## config.mk

```make
export PLATFORM = sky130hd
export DESIGN_NAME = pipe_hazard_ctrl
export DESIGN_NICKNAME = d
export VERILOG_FILES = /design/src/rtl/pipe_hazard_ctrl_pkg.sv /design/src/rtl/pipe_hazard_ctrl_hz_src_dec.sv /design/src/rtl/pipe_hazard_ctrl.sv
export SDC_FILE = /design/constraint.sdc
export NUM_CORES = 1
export LEC_CHECK = 0
export ABC_AREA = 0
export BUFFER_PORTS_ARGS = -buffer_cell sky130_fd_sc_hd__buf_2
export CORE_UTILIZATION = 45
export CTS_BUF_LIST = sky130_fd_sc_hd__clkbuf_8
export DETAILED_ROUTE_END_ITERATION = 12
export HOLD_SLACK_MARGIN = 0.05
export PLACE_DENSITY_LB_ADDON = 0.1
export RECOVER_POWER = 25
export SLEW_MARGIN = 20
export SYNTH_ARGS = -nofsm -noshare
export SYNTH_HDL_FRONTEND = slang
export SYNTH_SLANG_ARGS = --single-unit
```

## constraint.sdc

```tcl
create_clock -name clk -period 2.6 [get_ports clk]
set_clock_uncertainty 0.15 [all_clocks]
set_input_delay 0.13 -clock clk [delete_from_list [all_inputs] [get_ports clk]]
set_output_delay 0.13 -clock clk [all_outputs]
set_load 0.05 [all_outputs]
```

## src/rtl/pipe_hazard_ctrl_pkg.sv

```systemverilog
// Shared opcode, NOP and FSM state definitions for the pipeline hazard controller.
package pipe_pkg;

    localparam logic [3:0] OP_ADI  = 4'b0000;
    localparam logic [3:0] OP_ADD  = 4'b0001;
    localparam logic [3:0] OP_NAND = 4'b0010;
    localparam logic [3:0] OP_LLI  = 4'b0011;
    localparam logic [3:0] OP_LW   = 4'b0100;
    localparam logic [3:0] OP_SW   = 4'b0101;
    localparam logic [3:0] OP_BEQ  = 4'b1000;
    localparam logic [3:0] OP_BLT  = 4'b1001;
    localparam logic [3:0] OP_BLE  = 4'b1010;
    localparam logic [3:0] OP_JAL  = 4'b1100;
    localparam logic [3:0] OP_JLR  = 4'b1101;
    localparam logic [3:0] OP_JRI  = 4'b1111;

    localparam logic [15:0] NOP_IR = 16'h0000;

    typedef enum logic {
        ST_RUN        = 1'b0,
        ST_REDIR_PEND = 1'b1
    } state_e;

endpackage

```

## src/rtl/pipe_hazard_ctrl_hz_src_dec.sv

```systemverilog
// Decodes which source register fields the ID-stage instruction actually reads.
module hz_src_dec
    import pipe_pkg::*;
#(
    parameter int RA_W = 3
) (
    input  logic [15:0]     id_ir_i,
    output logic            use_ra_o,
    output logic            use_rb_o,
    output logic [RA_W-1:0] ra_o,
    output logic [RA_W-1:0] rb_o
);

    logic [3:0] opcode;

    assign opcode = id_ir_i[15:12];
    assign ra_o   = id_ir_i[11 -: RA_W];
    assign rb_o   = id_ir_i[8 -: RA_W];

    // The all-zero word is a NOP even though it shares the ADI opcode.
    always_comb begin
        use_ra_o = 1'b0;
        use_rb_o = 1'b0;
        if (id_ir_i != NOP_IR) begin
            case (opcode)
                OP_ADI, OP_JRI: use_ra_o = 1'b1;
                OP_ADD, OP_NAND, OP_SW, OP_BEQ, OP_BLT, OP_BLE: begin
                    use_ra_o = 1'b1;
                    use_rb_o = 1'b1;
                end
                OP_LW, OP_JLR: use_rb_o = 1'b1;
                default: begin
                    use_ra_o = 1'b0;
                    use_rb_o = 1'b0;
                end
            endcase
        end
    end

endmodule

```

## src/rtl/pipe_hazard_ctrl.sv

```systemverilog
// Pipeline sequencer: load-use interlock, EX redirects, memory-wait freeze and event counters.
module pipe_hazard_ctrl
    import pipe_pkg::*;
#(
    parameter int CNT_W = 16,
    parameter int RA_W  = 3
) (
    input  logic             clk,
    input  logic             rst_n,
    input  logic             id_valid_i,
    input  logic [15:0]      id_ir_i,
    input  logic             ex_valid_i,
    input  logic             ex_ld_i,
    input  logic [RA_W-1:0]  ex_rd_i,
    input  logic             ex_redirect_i,
    input  logic             mem_busy_i,
    input  logic             cnt_clr_i,
    output logic             pc_en_o,
    output logic             pc_redir_sel_o,
    output logic             ifid_en_o,
    output logic             ifid_flush_o,
    output logic             idex_en_o,
    output logic             idex_bubble_o,
    output logic             exmem_en_o,
    output logic [CNT_W-1:0] stall_cnt_o,
    output logic [CNT_W-1:0] flush_cnt_o
);

    state_e            state_q, state_d;
    logic [CNT_W-1:0]  stall_cnt_q, stall_cnt_d;
    logic [CNT_W-1:0]  flush_cnt_q, flush_cnt_d;
    logic              use_ra, use_rb;
    logic [RA_W-1:0]   ra, rb;
    logic              lu_hz;
    logic              stall_inc, flush_inc;

    hz_src_dec #(.RA_W(RA_W)) u_src_dec (
        .id_ir_i  (id_ir_i),
        .use_ra_o (use_ra),
        .use_rb_o (use_rb),
        .ra_o     (ra),
        .rb_o     (rb)
    );

    assign lu_hz = id_valid_i & ex_valid_i & ex_ld_i &
                   ((use_ra & (ra == ex_rd_i)) | (use_rb & (rb == ex_rd_i)));

    // Outputs default to the free-running values and stay there while in reset.
    always_comb begin
        pc_en_o        = 1'b1;
        pc_redir_sel_o = 1'b0;
        ifid_en_o      = 1'b1;
        ifid_flush_o   = 1'b0;
        idex_en_o      = 1'b1;
        idex_bubble_o  = 1'b0;
        exmem_en_o     = 1'b1;
        stall_inc      = 1'b0;
        flush_inc      = 1'b0;
        state_d        = state_q;
        if (!rst_n) begin
            state_d = ST_RUN;
        end else begin
            case (state_q)
                ST_RUN: begin
                    if (mem_busy_i) begin
                        pc_en_o    = 1'b0;
                        ifid_en_o  = 1'b0;
                        idex_en_o  = 1'b0;
                        exmem_en_o = 1'b0;
                        if (ex_redirect_i) state_d = ST_REDIR_PEND;
                    end else if (ex_redirect_i) begin
                        pc_redir_sel_o = 1'b1;
                        ifid_flush_o   = 1'b1;
                        idex_bubble_o  = 1'b1;
                        flush_inc      = 1'b1;
                    end else if (lu_hz) begin
                        pc_en_o       = 1'b0;
                        ifid_en_o     = 1'b0;
                        idex_bubble_o = 1'b1;
                        stall_inc     = 1'b1;
                    end
                end
                ST_REDIR_PEND: begin
                    if (mem_busy_i) begin
                        pc_en_o    = 1'b0;
                        ifid_en_o  = 1'b0;
                        idex_en_o  = 1'b0;
                        exmem_en_o = 1'b0;
                    end else begin
                        pc_redir_sel_o = 1'b1;
                        ifid_flush_o   = 1'b1;
                        idex_bubble_o  = 1'b1;
                        flush_inc      = 1'b1;
                        state_d        = ST_RUN;
                    end
                end
            endcase
        end
    end

    // Clear wins over increment; counters stick at all-ones.
    always_comb begin
        stall_cnt_d = stall_cnt_q;
        flush_cnt_d = flush_cnt_q;
        if (cnt_clr_i) begin
            stall_cnt_d = '0;
            flush_cnt_d = '0;
        end else begin
            if (stall_inc && (stall_cnt_q != '1)) stall_cnt_d = stall_cnt_q + CNT_W'(1);
            if (flush_inc && (flush_cnt_q != '1)) flush_cnt_d = flush_cnt_q + CNT_W'(1);
        end
    end

    always_ff @(posedge clk or negedge rst_n) begin
        if (!rst_n) begin
            state_q     <= ST_RUN;
            stall_cnt_q <= '0;
            flush_cnt_q <= '0;
        end else begin
            state_q     <= state_d;
            stall_cnt_q <= stall_cnt_d;
            flush_cnt_q <= flush_cnt_d;
        end
    end

    assign stall_cnt_o = stall_cnt_q;
    assign flush_cnt_o = flush_cnt_q;

endmodule

```

==> impl_metrics.py <==
metrics = {
    "outcome": {
        "status": "finished, final reports clean",
    },
    "power_and_ir_drop": {
        "vdd_ir_drop_max_uv": 278,
        "p_sw_frac": 0.257,
        "p_switching_uw": 273,
        "power_frac_clock": 0.405,
        "sequentialPowerShare": 0.486,
        "comb_power_share": 0.109,
        "p_leak_uw": 0.00117,
        "internal_power_uw": 792,
        "p_per_area_mw_per_mm2": 418,
    },
    "setup_path": {
        "rr_startpoint": "state_q",
        "cp-start-kind": "primary input",
        "cp_slowest_stage_delay_ps": 530,
        "critPathLaunch": "mem_busy_i",
        "critPathArrivalTime_ps": 2340,
        "endpoint_kind": "register",
        "crit_slowest_cell": "dlygate4sd3_1",
        "cp_max_fo": 6,
        "cp.required_ps": 2650,
        "cp_top_family": "simple AND/OR/NAND/NOR gates",
        "crit_type": "primary input to register",
        "path_cells": "dlygate4sd3_1, buf_2, nand2b_1, nor4_1, o2111ai_1, or3_1, a21oi_1",
        "critPathBufInv": 2,
    },
    "timing": {
        "max-slew-margin-rel": 0.333,
        "timing.final.ws_setup_ps": 313,
        "tightest_slew_ps": 1000,
        "grt_setup_unrepaired": "no",
        "min_period_over_period": 0.880,
        "timing.setup.tns_ps": 0,
        "drv_slew": 0,
        "fin_hold_ws_ps": 112,
        "period_needed_ps": 2290,
        "final-setup-viol-count": 0,
        "max_freq_ghz": 0.437,
        "hold_viol_final": 0,
    },
    "clock_network": {
        "post_cts_buffers": 0,
        "clk_latency_ps": 280,
        "tritoncts": "yes",
        "cts_resized": 0,
        "cts.reportedPaths.clkPinSlew_ps": 70,
        "htree_levels": 2,
        "cts_root_buf": "clkbuf_8",
        "cts-buffers-inserted": 5,
        "clockBufferDepth": 2,
        "clock-sinks": 33,
    },
    "hold_path": {
        "min-delay-start": "ex_redirect_i",
        "hold_path_class": "primary input to register",
    },
    "routing": {
        "vias": 1918,
        "route.detailed.drc": 0,
        "wire_per_inst_um": 13.8,
        "drt_iter0_drc": 72,
        "vias_per_cell": 5.51,
        "ant_nets": 0,
        "routed_wl_um": 4800,
        "dr.pass1.iters": 4,
    },
    "place": {
        "pre_cts_ws_ps": 188,
        "place_hpwl_um": 3480,
        "port_buffers": 65,
        "place_congestion": 0.816,
    },
    "die": {
        "die_w_um": 69.9,
        "die_h_um": 69.9,
        "start_util": 0.474,
        "row_count": 24,
        "ios": 66,
        "die_area_mm2": 0.00489,
        "core-area_mm2": 0.00438,
    },
    "synthesis": {
        "syn-instance-count": 228,
        "synthesis.area_mm2": 0.00208,
        "synth_cell_type_count": 38,
        "ys.warnings.count": 0,
        "yosys-top-cells-area": "dfrtp_1 (40%), xor2_1 (5.5%), nor2_1 (4.9%)",
        "synth_top_area_frac": 0.398,
        "ys_seq_elements": 33,
        "synth_edf_count": 0,
        "synth-seq-area-share": 0.398,
        "yosysMostFrequentCell": "dfrtp_1",
        "ys.flop_type": "dfrtp_1",
        "ys_async_sr_fraction": 1.00,
        "synth_common_cells": "dfrtp_1 (33), nor2_1 (27), nand2_1 (21)",
        "synth.largest_area_cell": "dfrtp_1",
        "syn_area_per_cell_um2": 9.11,
        "synth_nets": 257,
    },
    "grt": {
        "grt_use_total": 0.200,
        "antenna_found_initial": 0,
        "grt_max_degree": 39,
        "grt_pass1_wl_um": 7820,
        "grt.overflow.total": 0,
        "grt_pass1_vias": 1726,
    },
    "finish": {
        "nNetsFinal": 324,
        "diodes": 0,
        "area_growth_pct": 22.8,
        "drive_gt1_frac": 0.297,
    },
    "run": {
        "drv_cap": 0,
    },
}
[flip-flops by register name, summed over array words and instances (netlist names)]
register and flops:
state_q 1, flush_cnt_o 16, stall_cnt_o 16
[power by group through the flow]
stage	Combinational, uW	Sequential (uW)	Clock, uW
after detailed placement	117	527	0
after floorplan	61.7	532	0
after global placement	116	527	0
after CTS	119	517	445
after global routing	128	518	468
final	116	518	431
[routing by layer]
metal,global-route usage,part of all wire,up-vias
met5,0,0,-
met4,0.0511,0.0056,0
met3,0.0534,0.053,2
met2,0.319,0.45,62
met1,0.270,0.49,896
li1,-,-,958
[layout by cell type (no fill, tap or decap), types with 3 or more instances in the layout]
| master | count |
|---|---|
| a21oi_1 | 12 |
| nor4_2 | 4 |
| or3_1 | 8 |
| o31ai_1 | 6 |
| and4_1 | 4 |
| and3_1 | 6 |
| xnor2_1 | 6 |
| dfrtp_1 | 33 |
| nor3_1 | 5 |
| xor2_1 | 13 |
| nand3_1 | 8 |
| buf_2 | 65 |
| or4_1 | 7 |
| nand2b_1 | 4 |
| nand2_1 | 21 |
| mux2_4 | 5 |
| nand4_1 | 7 |
| o21ai_0 | 10 |
| o21ai_1 | 3 |
| clkbuf_8 | 7 |
| nor2_1 | 27 |
| nor4_1 | 4 |
| nor2b_1 | 6 |
[stage by stage]
stage          instances  instance area (um^2)  utilization  total power, uW
2_1_floorplan        228                  2080            -              594
3_3_place_gp         338                  2440        0.556              643
3_5_place_dp         338                  2440        0.556              644
4_1_cts              348                  2560        0.583             1080
5_1_grt              348                  2550        0.582             1110
6_report             348                  2550        0.582             1070
[kinds of logic (layout without fill, tap and decap cells)]
group / after synthesis / after routing / share of synthesized area
simple gates: 115 / 115 / 0.308
flops: 33 / 33 / 0.398
compound gates: 39 / 39 / 0.123
fa+ha+maj: 2 / 2 / 0.0120
mux: 7 / 7 / 0.0458
xor+xnor: 19 / 19 / 0.0801
buf+inv: 13 / 81 / 0.0331
[final timing paths]
check / end / slack, ps / depth (start not counted)
setup / recovery: flush_cnt_o[13] / 310 / 7
hold / removal: state_q / 110 / 3
setup reg to reg: stall_cnt_o[11] / 360 / 5
hold reg to reg: flush_cnt_o[9] / 410 / 2
max in group asynchronous: flush_cnt_o[14] / 1180 / 3
min in group asynchronous: stall_cnt_o[2] / 490 / 3
[cell type report]
type,instances,area [um^2]
timing repair buffer,71,368
clock inverter,1,5.00
clock buffer,7,96.3
inverter,2,7.51
sequential,33,826
multi-input combinational,182,1180
tap,52,65.1
fill,421,1830
[worst reg2reg max path: stages (launching register included)]
cell and delay (ps):
dfrtp_1 400, nor4_2 390, a32oi_4 310, buf_4 270
or4_1 490, a21oi_1 150
[what timing repair did]
action / in CTS / in global routing
hold buffers: 2 / 0
endpoints found under the hold margin: 34 / 0
setup endpoints to repair: 0 / 0
Note: power is estimated with default switching activity, not from simulation.
